<file path="src/rtl/aes_data_mux_if.sv">
// aes_data_mux_if: bus bundle between the data-register source mux and its user.
// Parameter DATA_W: data word width in bits (multiple of 8).
// Signals:
//   data_reg_input   - source select (0: ATD_parallel, 1: process_out_data)
//   ATD_parallel     - word assembled by the ATD interface
//   process_out_data - word returned by the processing core
//   load_en          - capture the selected word this cycle
//   data_reg_in      - combinational mux result
//   data_reg_q       - last loaded word
//   src_q            - select value at the last load
//   loaded_q         - sticky "a load happened since reset"
//   byte_parity      - even parity per byte of data_reg_q (AES_DATA_MUX_PARITY_EN only)
// master drives select/data/load_en; slave is the mux itself.
interface aes_data_mux_if #(parameter int DATA_W = 128);
  logic              data_reg_input;
  logic [DATA_W-1:0] ATD_parallel;
  logic [DATA_W-1:0] process_out_data;
  logic              load_en;
  logic [DATA_W-1:0] data_reg_in;
  logic [DATA_W-1:0] data_reg_q;
  logic              src_q;
  logic              loaded_q;
`ifdef AES_DATA_MUX_PARITY_EN
  logic [DATA_W/8-1:0] byte_parity;
  modport master (
    output data_reg_input, ATD_parallel, process_out_data, load_en,
    input  data_reg_in, data_reg_q, src_q, loaded_q, byte_parity
  );
  modport slave (
    input  data_reg_input, ATD_parallel, process_out_data, load_en,
    output data_reg_in, data_reg_q, src_q, loaded_q, byte_parity
  );
`else
  modport master (
    output data_reg_input, ATD_parallel, process_out_data, load_en,
    input  data_reg_in, data_reg_q, src_q, loaded_q
  );
  modport slave (
    input  data_reg_input, ATD_parallel, process_out_data, load_en,
    output data_reg_in, data_reg_q, src_q, loaded_q
  );
`endif
endinterface

</file>
<file path="src/rtl/aes_data_mux.sv">
// aes_data_mux: source mux and holding register for the cipher data register input.
// Ports: clk (rising-edge clock), rst (synchronous active-high reset),
//   bus (aes_data_mux_if.slave): select, ATD/core words and load_en in;
//   data_reg_in (combinational), data_reg_q, src_q, loaded_q out.
// Optional macro AES_DATA_MUX_PARITY_EN adds a registered per-byte even parity
// of data_reg_q, computed from data_reg_in at load time so it never lags.
module aes_data_mux (
  input logic           clk,
  input logic           rst,
  aes_data_mux_if.slave bus
);
  assign bus.data_reg_in = bus.data_reg_input ? bus.process_out_data : bus.ATD_parallel;
  always_ff @(posedge clk) begin
    if (rst) begin
      bus.data_reg_q <= '0;
      bus.src_q      <= 1'b0;
      bus.loaded_q   <= 1'b0;
    end else if (bus.load_en) begin
      bus.data_reg_q <= bus.data_reg_in;
      bus.src_q      <= bus.data_reg_input;
      bus.loaded_q   <= 1'b1;
    end
  end
`ifdef AES_DATA_MUX_PARITY_EN
  logic [$bits(bus.byte_parity)-1:0] parity_d;
  always_comb begin
    parity_d = '0;
    for (int k = 0; k < $bits(parity_d); k++) parity_d[k] = ^bus.data_reg_in[8*k +: 8];
  end
  always_ff @(posedge clk) begin
    if (rst) bus.byte_parity <= '0;
    else if (bus.load_en) bus.byte_parity <= parity_d;
  end
`endif
endmodule

</file>
<file path="src/flat_wrapper.sv">
// flat-port wrapper written by rule: the top's interface ports become plain ports
module aes_data_mux_flat 
  (clk, rst, bus_data_reg_input, bus_ATD_parallel, bus_process_out_data, bus_load_en, bus_data_reg_in, bus_data_reg_q, bus_src_q, bus_loaded_q);
  aes_data_mux_if #(.DATA_W((128))) bus_i ();
  input logic clk;
  input logic rst;
  input wire logic [$bits(bus_i.data_reg_input)-1:0] bus_data_reg_input;
  input wire logic [$bits(bus_i.ATD_parallel)-1:0] bus_ATD_parallel;
  input wire logic [$bits(bus_i.process_out_data)-1:0] bus_process_out_data;
  input wire logic [$bits(bus_i.load_en)-1:0] bus_load_en;
  output wire logic [$bits(bus_i.data_reg_in)-1:0] bus_data_reg_in;
  output wire logic [$bits(bus_i.data_reg_q)-1:0] bus_data_reg_q;
  output wire logic [$bits(bus_i.src_q)-1:0] bus_src_q;
  output wire logic [$bits(bus_i.loaded_q)-1:0] bus_loaded_q;
  assign bus_i.data_reg_input = bus_data_reg_input;
  assign bus_i.ATD_parallel = bus_ATD_parallel;
  assign bus_i.process_out_data = bus_process_out_data;
  assign bus_i.load_en = bus_load_en;
  assign bus_data_reg_in = bus_i.data_reg_in;
  assign bus_data_reg_q = bus_i.data_reg_q;
  assign bus_src_q = bus_i.src_q;
  assign bus_loaded_q = bus_i.loaded_q;
  aes_data_mux u_core (.clk(clk), .rst(rst), .bus(bus_i));
endmodule
</file>
<file path="config.mk">
export PLATFORM = sky130hd
export DESIGN_NAME = aes_data_mux_flat
export DESIGN_NICKNAME = d
export VERILOG_FILES = /design/src/rtl/aes_data_mux_if.sv /design/src/rtl/aes_data_mux.sv /design/src/flat_wrapper.sv
export SDC_FILE = /design/constraint.sdc
export NUM_CORES = 1
export LEC_CHECK = 0
export ABC_AREA = 0
export BUFFER_PORTS_ARGS = -buffer_cell sky130_fd_sc_hd__buf_2
export CORE_AREA = 4 4 197 199
export CTS_CLUSTER_DIAMETER = 80
export CTS_CLUSTER_SIZE = 10
export DETAILED_ROUTE_END_ITERATION = 12
export DIE_AREA = 0 0 201 203
export SYNTH_ARGS = -nofsm -noshare
export SYNTH_HDL_FRONTEND = slang
export SYNTH_SLANG_ARGS = --single-unit
</file>
<file path="constraint.sdc">
create_clock -name clk -period 0.85 [get_ports clk]
set_input_delay 0.0425 -clock clk [delete_from_list [all_inputs] [get_ports clk]]
set_output_delay 0.0425 -clock clk [all_outputs]
set_load 0.1 [all_outputs]
</file>
# After elaboration in Yosys (flattened, before gate mapping)
# Index checks and enable logic that the tools add are counted.
dict set report word_totals {
  out_inout_bits 258
  regBits 130
  word_cells 4
}
dict set report classes {
  mux 1
}
# cell count
set op_table {}
lappend op_table {{two-way mux 128 bit} 1}

# Depth between registers and ports, before layout
dict set report depth {
  depth_word 1
  depth_mapped 5
  mapped_depth_nobuf 2
}

# Worst setup path before layout
# Ideal clock, no wire load.
dict set report synth_path {
  path_kind {register -> register}
  startpoint {register, netlist name u_core.bus.data_reg_q[126]}
  endpoint {register u_core.bus.data_reg_q[126]}
  period_less_slack_ps 1338
  stages_incl_launch_ff 3
  t_arrival_ps 1280
  setup_slack_ps -488
  path_cell_list {dfxtp_1 o21ba_2 o21a_1}
}
# element line_no
set synth_lines {}
lappend synth_lines {{to (signal assigned)} aes_data_mux.sv:19} ;# bus.data_reg_q <= bus.data_reg_in;
lappend synth_lines {{to (decl)} aes_data_mux_if.sv:40} ;# output data_reg_in, data_reg_q, src_q, loaded_q

# Worst setup path in the final report
dict set report layout_path {
  startpoint {input port bus_data_reg_input}
  endpoint {output port bus_data_reg_in[35]}
}
dict set report layout_via {
  elab_chain_len 1
}
# element line_no
set layout_lines {}
lappend layout_lines {{from (decl)} flat_wrapper.sv:7} ;# input wire logic [$bits(bus_i.data_reg_input)-1:0] bus_data_reg_input;
lappend layout_lines {{two-way mux 128 bit} aes_data_mux.sv:12} ;# assign bus.data_reg_in = bus.data_reg_input ? bus.process_out_data : bus.ATD_parallel;
lappend layout_lines {{to (decl)} flat_wrapper.sv:11} ;# output wire logic [$bits(bus_i.data_reg_in)-1:0] bus_data_reg_in;
# No other way between the ends.

==> reports/results.txt <==
The post-synthesis instance area was 7061 um^2. The run gives 4 as the count of H-tree levels built during CTS. The die covers 40,800 um^2. The critical path goes through clkbuf_16, buf_12, buf_12, mux2_4, buf_12.

The width of the die came out at 201 um. The tools report the count of mapped cells out of synthesis as 576. The run gives 0 as the max-capacitance violation count.

The tree built by TritonCTS fans out to 130 sinks. The number of hold violations in the final report came out at 92. After routing the design area is 15,460 um^2. In the final timing run, aggregate negative setup slack is -42.97 ns.

The share of the clock period used by the worst path is 1.257. The routed layout has 6,754 vias. The logs give 28.19 mm for the routed wire length and 1,564 for the number of cells after detailed placement. The final reports fail on hold timing, setup timing.

For the core occupancy in the finished layout, the log shows 0.4154. The tools report the sum of net half-perimeters after detailed placement as 23.25 mm. In this run the power density over the cells is 1882 nW/um^2. The critical path is of the input pin to output port type. Worst clock skew: 0 ns.

For the max-slew headroom at the worst pin, the log shows 0.7748. The slew at the pin with the worst max-slew slack is 0.3378 ns, and the placement-stage cell area is 14,670 um^2. TritonCTS built the clock tree. The run finished, with violations left.

Effective utilization at floorplan: 0.1897. The run gives 518 as the I/O pin total. The final layout contains 1,389 nets. The tools report the post-synthesis sequential area ratio as 0.3686.

The count of antenna diodes in the layout is 0. Count of pins over their slew limit: 0. Compared with the post-synthesis result, the final layout area differs by 119.0%. The biggest fanout along the worst timing path is 16. Critical path's most frequent cell: sky130_fd_sc_hd__buf_12. For this run, the number of standard cells in the final layout without fillers is 1,616. The run gives 42.44 mm as the global-route wire length before repair.

The clock-pin slew on the worst setup and hold paths works out to 0.06 ns. Final weighted congestion of routability-driven global placement: 0.8376. The worst-case IR drop observed on VDD is 1.314 mV. The cell row count was 71. The count of antenna-violating nets left after detailed routing was 0. STA classifies the critical path endpoint as an output port. The total global routing track utilization is 0.1320, and the detailed-route wire length per cell is 17.45 um. The total iterations of the first detailed-routing run was 4; the number of buffers created by CTS was 17.

The logs give 37,220 um^2 for the area inside the core boundary and 6.931 nW for the static leakage. Arrival time reported for the critical path endpoint: 1.03 ns. The worst hold slack is -0.02695 ns.

Each instance of the synthesized netlist takes up on average 12.26 um^2. For this run, the number of Yosys warnings is 0. Setup repair after global routing could not meet its margin everywhere. The tools report the category of the worst setup path launch point as an input pin.

The detail-routed via count per cell was 4.179; the time the worst path needs with I/O delays and setup was 1.068 ns. The run gives -0.2183 ns as the final worst-path setup slack. Via count of the first global-routing pass: 7,394. The run gives 0 as the final routed DRC violation total.

The fraction of layout cells with a size suffix above 1 is 0.8792, and the worst-case setup slack after placement is -0.3118 ns. Counting both buffers and inverters, the worst setup path holds a total of 4. CTS placed an instance of sky130_fd_sc_hd__clkbuf_16 at the clock tree root. Buffers placed on the I/O ports in this run total 517. The die is 203 um tall.

The clock reaches the later pin of the worst-skew pair after 0.42 ns. The total grt overflow was 0. Setup violations remaining at the end of the flow were counted as 257. Derived from the worst setup path, the maximum achievable clock frequency is 936.1 MHz.

On the worst path, the slowest cell contributes a delay of 0.34 ns. The clock passes through at most 2 buffers. The tools report the number of DRC markers in iteration 0 as 192. The post-synthesis register bit count works out to 130.

The worst hold path belongs to the class input pin to flop. At the worst endpoint, the required time is 0.81 ns. Synthesis produced a netlist with a net count of 836. The initial antenna violation count is 0, and the post-layout total power is 29.10 mW. The slowest stage of the critical path is the sky130_fd_sc_hd__mux2_4 cell. Entering global routing, the biggest net connects 66 pins.

Among cell families on the critical path, the largest total delay comes from buffers and inverters. In this run, distinct cell masters in the synthesized netlist total 13.
==> cell type report <==
cell class / count / area (um^2)
Clock buffer: 21 / 450.4
Multi-Input combinational cell: 388 / 4185
Fill cell: 3448 / 21760
Tap cell: 474 / 593.1
Clock inverter: 11 / 136.4
Sequential cell: 130 / 2853
Inverter: 1 / 6.256
Timing Repair Buffer: 591 / 7237
==> state kept, by name, summed over array words and instances, names as in the netlist <==
name / cells
u_core.bus.loaded_q: 1
u_core.bus.src_q: 1
u_core.bus.data_reg_q: 128
==> worst paths after layout <==
kind                             start  slack [ns]  depth (start not counted)                        end
max reg2reg  u_core.bus.data_reg_q[55]           0                          3  u_core.bus.data_reg_q[55]
min           bus_process_out_data[92]       -0.03                          3  u_core.bus.data_reg_q[92]
min reg2reg        u_core.bus.loaded_q        0.50                          2        u_core.bus.loaded_q
max                 bus_data_reg_input       -0.22                          5        bus_data_reg_in[35]
==> routing by layer <==
metal | vias up | global-route usage | wire length (um) | share of wire
met5 | - | 0 | 0 | 0
met4 | 0 | 0.02876 | 328 | 0.012
met3 | 17 | 0.05542 | 2529 | 0.090
met2 | 315 | 0.2474 | 14970 | 0.53
met1 | 3237 | 0.1376 | 10360 | 0.37
li1 | 3185 | - | - | -
==> report_power, final <==
part | total [mW] | switching [mW] | internal, mW | leakage, nW
sequential | 7.10 | 0.487 | 6.62 | 1.13
clock | 7.46 | 2.81 | 4.65 | 0.272
combinational | 14.5 | 8.85 | 5.69 | 5.53
total | 29.1 | 12.1 | 17.0 | 6.93
==> cells in the mapped netlist <==
library cell / instances / share of area
sky130_fd_sc_hd__nor2_1: 3 / 0.0016
sky130_fd_sc_hd__mux2i_1: 1 / 0.0014
sky130_fd_sc_hd__inv_1: 1 / 0.00053
sky130_fd_sc_hd__mux2_2: 19 / 0.030
sky130_fd_sc_hd__buf_1: 1 / 0.00053
sky130_fd_sc_hd__dfxtp_1: 130 / 0.37
sky130_fd_sc_hd__o21ba_2: 128 / 0.18
sky130_fd_sc_hd__o21a_1: 128 / 0.14
sky130_fd_sc_hd__buf_2: 26 / 0.018
sky130_fd_sc_hd__mux2_4: 109 / 0.23
sky130_fd_sc_hd__clkbuf_1: 17 / 0.0090
sky130_fd_sc_hd__buf_4: 1 / 0.0011
sky130_fd_sc_hd__buf_6: 12 / 0.019
==> cell usage in the layout (no fill, tap or decap) <==
cell | netlist | final
sky130_fd_sc_hd__buf_12 | 0 | 273
sky130_fd_sc_hd__buf_2 | 26 | 256
sky130_fd_sc_hd__buf_4 | 1 | 59
sky130_fd_sc_hd__buf_6 | 12 | 2
sky130_fd_sc_hd__bufinv_16 | 0 | 3
sky130_fd_sc_hd__clkbuf_1 | 17 | 3
sky130_fd_sc_hd__clkbuf_16 | 0 | 18
sky130_fd_sc_hd__clkbuf_8 | 0 | 1
sky130_fd_sc_hd__clkinv_1 | 0 | 3
sky130_fd_sc_hd__clkinv_2 | 0 | 1
sky130_fd_sc_hd__clkinvlp_4 | 0 | 4
sky130_fd_sc_hd__dfxtp_2 | 0 | 95
sky130_fd_sc_hd__dfxtp_4 | 0 | 35
sky130_fd_sc_hd__inv_4 | 0 | 1
sky130_fd_sc_hd__mux2_4 | 109 | 128
sky130_fd_sc_hd__mux2i_1 | 1 | 1
sky130_fd_sc_hd__nor2_1 | 3 | 3
sky130_fd_sc_hd__o21a_1 | 128 | 128
sky130_fd_sc_hd__o21ba_2 | 128 | 128
==> worst register-to-register path: cells and delay by family (launching register included) <==
kind / cells / cell delay [ns]
compound gates: 2 / 0.28
buf+inv: 1 / 0.11
flops: 1 / 0.35
==> logic make-up (layout without fill, tap and decap cells) <==
| kind of cell | count (synthesis) | in the layout | share of synthesized area |
|---|---|---|---|
| DFF | 130 | 130 | 0.3686 |
| AOI/OAI and AO/OA | 256 | 256 | 0.3176 |
| muxes | 129 | 129 | 0.2635 |
| buffers and inverters | 58 | 624 | 0.04873 |
| and+or+nand+nor | 3 | 3 | 0.001595 |
==> repair_timing <==
item,4_1_cts,5_1_grt
hold endpoints to repair,128,108
buffers inserted,3,18
endpoints found under the setup margin,257,258
pin swaps,0,0
gates resized for setup,9,8
Note: power is estimated with default switching activity, not from simulation.
